`src/rtl/ex_pkg.sv`:
```
// Shared constants for the MIPS execute stage: ALU / HI-LO opcodes, control-word bit map, back-bus layout.
// Latency: n/a (declarations plus one combinational helper).
// Backpressure: n/a.
package ex_pkg;

  // ALU operation codes
  localparam logic [3:0] ALU_ADD   = 4'd0;
  localparam logic [3:0] ALU_SUB   = 4'd1;
  localparam logic [3:0] ALU_AND   = 4'd2;
  localparam logic [3:0] ALU_OR    = 4'd3;
  localparam logic [3:0] ALU_XOR   = 4'd4;
  localparam logic [3:0] ALU_NOR   = 4'd5;
  localparam logic [3:0] ALU_SLL   = 4'd6;
  localparam logic [3:0] ALU_SRL   = 4'd7;
  localparam logic [3:0] ALU_SRA   = 4'd8;
  localparam logic [3:0] ALU_SLLV  = 4'd9;
  localparam logic [3:0] ALU_SRLV  = 4'd10;
  localparam logic [3:0] ALU_SRAV  = 4'd11;
  localparam logic [3:0] ALU_LUI   = 4'd12;
  localparam logic [3:0] ALU_SLTU  = 4'd13;
  localparam logic [3:0] ALU_PASSB = 4'd14;
  localparam logic [3:0] ALU_PASSA = 4'd15;

  // HI/LO unit operation codes
  localparam logic [2:0] MD_NONE = 3'd0;
  localparam logic [2:0] MD_MULT = 3'd1;
  localparam logic [2:0] MD_DIV  = 3'd2;
  localparam logic [2:0] MD_MTHI = 3'd3;
  localparam logic [2:0] MD_MTLO = 3'd4;

  // ex_ctrl bit positions
  localparam int CTL_CP0WB      = 15;
  localparam int CTL_CP0WRITE   = 14;
  localparam int CTL_REGDST     = 13;
  localparam int CTL_ISSLT      = 12;
  localparam int CTL_SAVEPC     = 11;
  localparam int CTL_ALUSRC     = 10;
  localparam int CTL_ALUOP_MSB  = 9;
  localparam int CTL_ALUOP_LSB  = 6;
  localparam int CTL_MDSIGN     = 5;
  localparam int CTL_MDFUNC_MSB = 4;
  localparam int CTL_MDFUNC_LSB = 2;
  localparam int CTL_MDHIWB     = 1;
  localparam int CTL_MDLOWB     = 0;

  // Back-bus {we, reg, data} field offsets
  localparam int BK_WE       = 37;
  localparam int BK_REG_MSB  = 36;
  localparam int BK_REG_LSB  = 32;
  localparam int BK_DATA_MSB = 31;
  localparam int BK_DATA_LSB = 0;

  // Operand bypass: MEM beats WB, and $0 always reads from the register file
  function automatic logic [31:0] fwd_operand(input logic [4:0]  src,
                                              input logic [37:0] mem_b,
                                              input logic [37:0] wb_b,
                                              input logic [31:0] rf_val);
    if (mem_b[BK_WE] && (mem_b[BK_REG_MSB:BK_REG_LSB] == src) && (src != 5'd0))
      return mem_b[BK_DATA_MSB:BK_DATA_LSB];
    else if (wb_b[BK_WE] && (wb_b[BK_REG_MSB:BK_REG_LSB] == src) && (src != 5'd0))
      return wb_b[BK_DATA_MSB:BK_DATA_LSB];
    else
      return rf_val;
  endfunction

endpackage

```
`src/rtl/ex_md_unit.sv`:
```
// HI/LO register pair with multiply, optional divide (macro EX_DIV_EN) and MTHI/MTLO.
// Latency: result lands in HI/LO at the clock edge; readers see it from the next cycle.
// Backpressure: none; single-cycle combinational multiply/divide, never stalls.
module ex_md_unit
  import ex_pkg::*;
(
  input  logic        clk,
  input  logic        rst,
  input  logic [2:0]  i_func,
  input  logic        i_sign,
  input  logic [31:0] i_a,
  input  logic [31:0] i_b,
  output logic [31:0] o_hi,
  output logic [31:0] o_lo
);

  logic [31:0] r_hi;
  logic [31:0] r_lo;

  // Sign- or zero-extending to 64 bits lets one unsigned multiply serve both MULT and MULTU
  logic [63:0] w_a_ext;
  logic [63:0] w_b_ext;
  logic [63:0] w_prod;
  assign w_a_ext = {{32{i_sign & i_a[31]}}, i_a};
  assign w_b_ext = {{32{i_sign & i_b[31]}}, i_b};
  assign w_prod  = w_a_ext * w_b_ext;

  logic        w_div_vld;
  logic [31:0] w_quot;
  logic [31:0] w_rem;

`ifdef EX_DIV_EN
  // Divide on magnitudes, then restore signs: quotient truncates toward zero,
  // remainder follows the dividend. 0x80000000 / -1 falls out as 0x80000000 rem 0.
  logic        w_a_neg;
  logic        w_b_neg;
  logic [31:0] w_a_mag;
  logic [31:0] w_b_mag;
  logic [31:0] w_q_mag;
  logic [31:0] w_r_mag;
  assign w_a_neg   = i_sign & i_a[31];
  assign w_b_neg   = i_sign & i_b[31];
  assign w_a_mag   = w_a_neg ? (32'd0 - i_a) : i_a;
  assign w_b_mag   = w_b_neg ? (32'd0 - i_b) : i_b;
  assign w_div_vld = (i_b != 32'd0);
  assign w_q_mag   = w_div_vld ? (w_a_mag / w_b_mag) : 32'd0;
  assign w_r_mag   = w_div_vld ? (w_a_mag % w_b_mag) : 32'd0;
  assign w_quot    = (w_a_neg ^ w_b_neg) ? (32'd0 - w_q_mag) : w_q_mag;
  assign w_rem     = w_a_neg ? (32'd0 - w_r_mag) : w_r_mag;
`else
  assign w_div_vld = 1'b0;
  assign w_quot    = 32'd0;
  assign w_rem     = 32'd0;
`endif

  // HI/LO update; divide by zero (or divider absent) leaves both registers untouched
  always_ff @(posedge clk) begin
    if (rst) begin
      r_hi <= 32'd0;
      r_lo <= 32'd0;
    end else begin
      case (i_func)
        MD_MULT: begin
          r_hi <= w_prod[63:32];
          r_lo <= w_prod[31:0];
        end
        MD_DIV: begin
          if (w_div_vld) begin
            r_hi <= w_rem;
            r_lo <= w_quot;
          end
        end
        MD_MTHI: r_hi <= i_a;
        MD_MTLO: r_lo <= i_a;
        default: ;
      endcase
    end
  end

  assign o_hi = r_hi;
  assign o_lo = r_lo;

endmodule

```
`src/rtl/ex_stage_core.sv`:
```
// MIPS execute stage: operand bypass, ALU, HI/LO unit, result/destination select, EX/MEM register. Divider gated by macro EX_DIV_EN.
// Latency: one cycle to EX/MEM outputs; rw and cp0_wr are combinational.
// Backpressure: none; ex_flush bubbles the control outputs while mem_data holds.
module ex_stage_core
  import ex_pkg::*;
(
  input  logic         clk,
  input  logic         rst,
  input  logic         ex_flush,
  input  logic [15:0]  ex_ctrl,
  input  logic         mem_ctrl_in,
  input  logic [4:0]   wb_ctrl_in,
  input  logic [157:0] ex_data,
  input  logic [37:0]  mem_back,
  input  logic [37:0]  wb_back,
  input  logic [31:0]  cp0_rdata,
  output logic         mem_ctrl_out,
  output logic [4:0]   wb_ctrl_out,
  output logic [68:0]  mem_data,
  output logic [37:0]  cp0_wr,
  output logic [4:0]   rw
);

  logic [29:0] w_pcp1;
  logic [31:0] w_instr;
  logic [31:0] w_rd1;
  logic [31:0] w_rd2;
  logic [31:0] w_extb;
  assign w_pcp1  = ex_data[157:128];
  assign w_instr = ex_data[127:96];
  assign w_rd1   = ex_data[95:64];
  assign w_rd2   = ex_data[63:32];
  assign w_extb  = ex_data[31:0];

  // Opcode and funct fields were consumed upstream in decode
  logic w_unused_instr;
  assign w_unused_instr = &{1'b0, w_instr[31:26], w_instr[5:0]};

  logic [3:0] w_aluop;
  logic [2:0] w_mdfunc;
  logic [4:0] w_sa;
  assign w_aluop  = ex_ctrl[CTL_ALUOP_MSB:CTL_ALUOP_LSB];
  assign w_mdfunc = ex_ctrl[CTL_MDFUNC_MSB:CTL_MDFUNC_LSB];
  assign w_sa     = w_instr[10:6];

  logic [31:0] w_f_rd1;
  logic [31:0] w_f_rd2;
  logic [31:0] w_a;
  logic [31:0] w_b;
  assign w_f_rd1 = fwd_operand(w_instr[25:21], mem_back, wb_back, w_rd1);
  assign w_f_rd2 = fwd_operand(w_instr[20:16], mem_back, wb_back, w_rd2);
  assign w_a     = w_f_rd1;
  assign w_b     = ex_ctrl[CTL_ALUSRC] ? w_extb : w_f_rd2;

  // ALU; arithmetic wraps, no overflow detection
  logic [31:0] w_alu;
  always_comb begin
    w_alu = w_b;
    case (w_aluop)
      ALU_ADD:   w_alu = w_a + w_b;
      ALU_SUB:   w_alu = w_a - w_b;
      ALU_AND:   w_alu = w_a & w_b;
      ALU_OR:    w_alu = w_a | w_b;
      ALU_XOR:   w_alu = w_a ^ w_b;
      ALU_NOR:   w_alu = ~(w_a | w_b);
      ALU_SLL:   w_alu = w_b << w_sa;
      ALU_SRL:   w_alu = w_b >> w_sa;
      ALU_SRA:   w_alu = $unsigned($signed(w_b) >>> w_sa);
      ALU_SLLV:  w_alu = w_b << w_a[4:0];
      ALU_SRLV:  w_alu = w_b >> w_a[4:0];
      ALU_SRAV:  w_alu = $unsigned($signed(w_b) >>> w_a[4:0]);
      ALU_LUI:   w_alu = w_b << 16;
      ALU_SLTU:  w_alu = {31'd0, (w_a < w_b)};
      ALU_PASSB: w_alu = w_b;
      ALU_PASSA: w_alu = w_a;
      default:   w_alu = w_b;
    endcase
  end

  logic [31:0] w_hi;
  logic [31:0] w_lo;
  ex_md_unit u_md (
    .clk    (clk),
    .rst    (rst),
    .i_func (w_mdfunc),
    .i_sign (ex_ctrl[CTL_MDSIGN]),
    .i_a    (w_a),
    .i_b    (w_b),
    .o_hi   (w_hi),
    .o_lo   (w_lo)
  );

  // Stage result select; a true signed compare avoids the A-B overflow pitfall of SLT
  logic [31:0] w_exout;
  always_comb begin
    w_exout = w_alu;
    if (ex_ctrl[CTL_ISSLT])       w_exout = {31'd0, ($signed(w_a) < $signed(w_b))};
    else if (ex_ctrl[CTL_SAVEPC]) w_exout = {w_pcp1, 2'b00};
    else if (ex_ctrl[CTL_CP0WB])  w_exout = cp0_rdata;
    else if (ex_ctrl[CTL_MDHIWB]) w_exout = w_hi;
    else if (ex_ctrl[CTL_MDLOWB]) w_exout = w_lo;
  end

  // Destination register: link register for JAL, rd for R-type, rt otherwise
  logic [4:0] w_rw;
  always_comb begin
    w_rw = w_instr[20:16];
    if (ex_ctrl[CTL_SAVEPC] && !ex_ctrl[CTL_REGDST]) w_rw = 5'd31;
    else if (ex_ctrl[CTL_REGDST])                   w_rw = w_instr[15:11];
  end

  assign rw     = w_rw;
  assign cp0_wr = {ex_ctrl[CTL_CP0WRITE], w_instr[15:11], w_f_rd2};

  logic        r_mem_ctrl;
  logic [4:0]  r_wb_ctrl;
  logic [68:0] r_mem_data;

  // EX/MEM register; a flush only kills control, datapath contents are don't-care and held
  always_ff @(posedge clk) begin
    if (rst) begin
      r_mem_ctrl <= 1'b0;
      r_wb_ctrl  <= 5'd0;
      r_mem_data <= 69'd0;
    end else if (ex_flush) begin
      r_mem_ctrl <= 1'b0;
      r_wb_ctrl  <= 5'd0;
    end else begin
      r_mem_ctrl <= mem_ctrl_in;
      r_wb_ctrl  <= wb_ctrl_in;
      r_mem_data <= {w_rw, w_exout, w_f_rd2};
    end
  end

  assign mem_ctrl_out = r_mem_ctrl;
  assign wb_ctrl_out  = r_wb_ctrl;
  assign mem_data     = r_mem_data;

endmodule

```
`config.mk`:
```
export PLATFORM = sky130hd
export DESIGN_NAME = ex_stage_core
export DESIGN_NICKNAME = d
export VERILOG_FILES = /design/src/rtl/ex_pkg.sv /design/src/rtl/ex_md_unit.sv /design/src/rtl/ex_stage_core.sv
export SDC_FILE = /design/constraint.sdc
export NUM_CORES = 2
export LEC_CHECK = 0
export BUFFER_PORTS_ARGS = -buffer_cell sky130_fd_sc_hd__clkbuf_2
export CAP_MARGIN = 15
export CELL_PAD_IN_SITES_DETAIL_PLACEMENT = 1
export CELL_PAD_IN_SITES_GLOBAL_PLACEMENT = 1
export CORE_MARGIN = 1.5
export CORE_UTILIZATION = 35
export CTS_CLUSTER_SIZE = 14
export DETAILED_ROUTE_END_ITERATION = 12
export PLACE_DENSITY_LB_ADDON = 0.1
export SYNTH_ARGS = -nofsm -noshare
export SYNTH_HDL_FRONTEND = slang
export SYNTH_SLANG_ARGS = --single-unit
```
`constraint.sdc`:
```
create_clock -name clk -period 32 [get_ports clk]
set_input_delay 8 -clock clk [delete_from_list [all_inputs] [get_ports clk]]
set_output_delay 8 -clock clk [all_outputs]
set_load 0.01 [all_outputs]
```
**Word-level counts from Yosys, hierarchy flattened**

Cells that the tools add are included.

- Word-level logic and storage cells: 75
- Flip-flop bits (word level): 139

- Muxes and demuxes: 15
- $mul: 1
- Bitwise operators: 6
- Eq/ne operators: 22
- Reduce and logical (&&, ||, !) cells: 16
- Add/subtract/negate cells: 2
- $lt $le $gt $ge: 2
- Shifts and indexed selects: 6

Operators with widths:

| cell | number |
|---|---|
| $pmux W32 S16 | 1 |
| $mux W32 | 10 |
| $pmux W32 S2 | 2 |
| $lt A32 B32 Y1 | 2 |
| $mul A33 B33 Y64 | 1 |
| $shl A32 B5 Y32 | 2 |
| $shr A32 B5 Y32 | 2 |
| $sshr A32 B5 Y32 | 2 |
| $add A32 B32 Y32 | 1 |
| $and A32 B32 Y32 | 1 |
| $eq A4 B4 Y1 const B | 8 |
| $not A32 Y32 | 1 |
| $or A32 B32 Y32 | 1 |
| $sub A32 B32 Y32 | 1 |
| $xor A32 B32 Y32 | 1 |
| $eq A5 B5 Y1 | 4 |
| $eq A4 B3 Y1 const B | 4 |
| $mux W5 | 2 |
| $reduce_bool A5 Y1 | 2 |
| $logic_and A1 B1 Y1 | 9 |
| $eq A4 B2 Y1 const B | 2 |
| $eq A4 B1 Y1 const B | 1 |
| $logic_not A4 Y1 | 1 |
| $reduce_bool A2 Y1 | 2 |
| other kinds (6) | 7 |

**Longest topological paths before layout**

- Depth in word-level cells: 14
- Gate-level depth with buffers: 41
- Depth with buffers taken out: 36

**Hierarchy**

Synthesis repeated with hierarchy kept, for this count alone.

- Cells, all modules: 7045
- Area, all modules: 58877.7 µm²

Modules (own cells, without submodules):

| module | times used | cells an instance | area an instance (µm²) | sequential area each (µm²) |
|---|---|---|---|---|
| ex_md_unit | 1 | 4564 | 40729.1 | 1281.2 |
| ex_stage_core | 1 | 2481 | 18148.7 | 1501.4 |

**Worst setup path after synthesis**

Ideal clock, no wire load.

- Kind: input to register
- Start: in mem_back[34]
- End: reg u_md.r_hi[31], in the netlist u_md.o_hi[31]
- Slack: 14.450 ns
- Stages: 37
- Data arrival time: 17.420 ns
- Path through: or2_0 -> o21a_1 -> or3_1 -> buf_2 -> buf_4 -> a31oi_1 -> mux2_2 -> clkbuf_1 -> clkinv_1 -> clkbuf_1 -> nor2_1 -> fa_1 -> fa_1 -> fa_1 -> inv_1 -> fa_1 -> inv_1 -> fa_1 -> fa_1 -> fa_1 -> inv_1 -> fa_1 -> inv_1 -> ha_1 -> clkbuf_1 -> and3_1 -> nand2_1 -> nor2_1 -> and4b_1 -> o21ai_0 -> o41ai_1 -> nor3b_1 -> o31a_1 -> o31ai_1 -> a21o_1 -> xnor2_1 -> o22ai_1

- Elaborated cells between the ends (all ways): 13
- Classes of those cells: mul: 1; eq/ne: 2; mux: 4; bitwise: 2; reduce/logical: 4

RTL lines:

| element | RTL line | RTL |
|---|---|---|
| from (decl) | ex_stage_core.sv:14 | `input logic [37:0] mem_back,` |
| $eq A5 B5 Y1 | ex_pkg.sv:58 | `if (mem_b[BK_WE] && (mem_b[BK_REG_MSB:BK_REG_LSB] == src) && (src != 5'd0))` |
| $logic_and A1 B1 Y1 (2 in series) | ex_pkg.sv:58 |  |
| $mux W32 | ex_pkg.sv:58 |  |
| net cp0_wr[1] | ex_stage_core.sv:20 | `output logic [37:0] cp0_wr,` |
| $mux W32 | ex_stage_core.sv:53 | `assign w_b = ex_ctrl[CTL_ALUSRC] ? w_extb : w_f_rd2;` |
| $mul A33 B33 Y64 | ex_md_unit.sv:26 | `assign w_prod = w_a_ext * w_b_ext;` |
| $pmux W32 S2 | ex_md_unit.sv:62 | `case (i_func)` |
| to (signal assigned) | ex_md_unit.sv:64 | `r_hi <= w_prod[63:32];` |
| to (signal assigned) | ex_md_unit.sv:69 | `r_hi <= w_rem;` |
| to (signal assigned) | ex_md_unit.sv:73 | `MD_MTHI: r_hi <= i_a;` |
| to (decl) | ex_md_unit.sv:17 | `logic [31:0] r_hi;` |

The timed path passes the listed nets, and every way through them passes these cells.
A chain may end at the register's enable or synchronous reset.

**Worst setup path after layout**

- Start: in ex_data[121]
- End: reg u_md.r_hi[31], in the netlist u_md.o_hi[31]

- Longest elaborated chain between the ends: 8
- Elaborated cells between the ends (all ways): 12
- Classes of those cells: mul: 1; eq/ne: 2; mux: 3; bitwise: 1; reduce/logical: 5

RTL lines:

| element | RTL line | RTL |
|---|---|---|
| from (decl) | ex_stage_core.sv:13 | `input logic [157:0] ex_data,` |
| $eq A5 B5 Y1 | ex_pkg.sv:60 | `else if (wb_b[BK_WE] && (wb_b[BK_REG_MSB:BK_REG_LSB] == src) && (src != 5'd0))` |
| $logic_and A1 B1 Y1 (2 in series) | ex_pkg.sv:60 |  |
| $mux W32 | ex_pkg.sv:60 |  |
| $mux W32 (*) | ex_pkg.sv:58 |  |
| $and A1 B1 Y1 | ex_md_unit.sv:24 | `assign w_a_ext = {{32{i_sign & i_a[31]}}, i_a};` |
| $mul A33 B33 Y64 | ex_md_unit.sv:26 |  |
| $pmux W32 S2 (*) | ex_md_unit.sv:62 |  |

Mark *: on every way between the ends. The rest lies on a longest branch, timed or not.

==> results.cfg <==
[synthesis]
synth.top_cell.area_share_pct = 40.2
synth_cell_type_count = 91
ys_seq_area_share_pct = 4.96
avgSynthCellArea_um2 = 8.20
yosys-top-cells-count = inv_1 (1133), fa_1 (1127), nand2_1 (956), nor2_1 (675), clkbuf_1 (352)
ys_ff_latch = 139
syn_area_um2 = 56100
yosysWarnings = 0
synthArstFlopShare_pct = 0
syn-num-nets = 8573
yosysMostFrequentCell = inv_1
ys_top_cells_by_area = fa_1 (40%), inv_1 (7.6%), ha_1 (6.9%)
netlist_instances = 6847
synth_edf_count = 0
synth_area_leader_cell = fa_1
synth_flop_cell = dfxtp_1

[timing]
max_slew_margin_pct = 0.856
grt_setup_unrepaired = false
fin_crit_sh_pct = 63.3
worstMarginPinSlew_ns = 1.49
tns_ns = 0
layout_min_cycle_time_ns = 20.24
whs_ns = 0.453
setup_viol = 0
clock_skew_ns = 0.0144
hold_viol = 0
max_freq_mhz = 49.4
maxSlewViolCount = 0

[clock_network]
cts_setup_buffers = 0
cts.sinks = 139
cts_made_buffers = 17
clkTransAtPathRegs_ns = 0.07
post_cts_resized = 0
cts_hold_buffers = 0
clkLatencyLatePin_ns = 0.52
cts_tree = yes
clockBufferDepth = 2
cts-root-buf = clkbuf_16
cts_max_level = 4

[final_layout]
fin_cells = 9120
drive_gt1_share_pct = 11.8
layout.nets = 8747
final_area_um2 = 61500
area_growth_pct = 9.54

[die]
num_rows = 146
die_y_um = 403
core-area_um2 = 159000
start_util_pct = 35.4
io_pins = 409
dieArea_um2 = 163000
dieWidth_um = 403

[job]
maxCapViolations = 0

[drt]
vias_per_cell = 5.95
drt_first_pass_iters = 8
postRouteAntennaNets = 0
dr.first_iter.drc_count = 5006
wl_per_cell_um = 36.4
drt_wl_total_um = 332000
route.vias.total = 54200
drc_errors = 0

[placed_design]
place_congestion = 1.05
io_buffers = 394
dp_hpwl_um = 263000
post-place-cells = 9071
place_area_um2 = 60800

[setup_path]
cp.required_ns = 32.36
slowest_stage = fa_1
r2r_slack_ns = 28.02
crit_path_frequent_cell = fa_1
start_kind = input port
crit_arrival_ns = 20.61
path_class = input port to register
cp_slowest_stage_delay_ns = 0.90
cp-end-kind = register
critPathMaxFanout = 27

[outcome]
status = finished clean

[min_path]
hold_path_class = register to register

[grt]
grt_antenna_before_repair = 47
grt_usage_pct = 40.7
grt_max_degree = 71
grt_overflow = 0
grt_pass1_wl_um = 461000
grt_pass1_vias = 57700
metal layers:
metal  GRT usage (%)  part of all wire (%)
met5               0                 0.035
met4            28.7                   8.2
met3            9.04                   7.9
met2            64.9                    45
met1            48.8                    38
kinds of logic (layout without fill, tap and decap cells):
logic type / count (synthesis) / in the layout / synth area share (%)
buf+inv: 1650 / 1837 / 11.2
other cells: 0 / 14 / 0
flops: 139 / 139 / 4.96
simple gates: 1995 / 1995 / 14.8
fa+ha+maj: 1435 / 1435 / 47.1
compound gates: 1211 / 1211 / 14.4
mux: 276 / 276 / 5.41
xor+xnor: 141 / 141 / 2.20
registers in the layout, summed over array words and instances, names as in the netlist:
register,count
mem_data,69
u_md.o_hi,32
u_md.o_lo,32
wb_ctrl_out,5
mem_ctrl_out,1
layout by cell type, fill, tap and decap left out, types with 139 or more instances in the layout:
cell type,synthesis,layout
ha_1,308,308
a21oi_1,291,290
nand2_1,956,956
nor2_1,675,670
inv_1,1133,1120
o21ai_0,193,191
mux2i_1,219,208
fa_1,1127,1126
buf_4,9,236
dfxtp_1,139,139
clkbuf_2,0,393
worst max-delay path: cells and delay by family:
family / cells / cell delay (ns)
adder cells (fa/ha/maj): 9 / 4.90
AND/OR/NAND/NOR: 8 / 2.64
buffers and inverters: 10 / 2.31
AO/OA/AOI/OAI: 7 / 1.92
XOR/XNOR: 2 / 0.50
multiplexers: 1 / 0.17
final cells by class:
cell class                 count  area [µm²]
fill                       19000       97300
antenna                       14        35.0
sequential                   139        2780
inverter                    1174        4410
timing repair buffer         631        3750
clock inverter                13         129
tap                         2072        2590
multi-input combinational   5058       47300
clock buffer                  19         453
metrics by stage:
stage,utilization (%),worst slack (ns)
after floorplan,-,14.45
after global placement,38.3,11.48
after detailed placement,38.3,11.31
after CTS,38.7,11.86
after global routing,38.7,11.48
final,38.7,11.76
worst paths after layout:
path / from / end / depth (start not counted)
setup / recovery: ex_data[121] / u_md.o_hi[31]$_SDFFE_PP0P_ / 37
hold / removal: mem_data[36]$_SDFFE_PP0N_ / mem_data[36]$_SDFFE_PP0N_ / 2
setup reg to reg: u_md.o_lo[27]$_SDFFE_PP0P_ / mem_data[59]$_SDFFE_PP0N_ / 11
hold reg to reg: mem_data[36]$_SDFFE_PP0N_ / mem_data[36]$_SDFFE_PP0N_ / 2
Power is left out: the tool's default activity adds up to more than one toggle a clock period on the data nets, which glitch-free logic cannot reach.
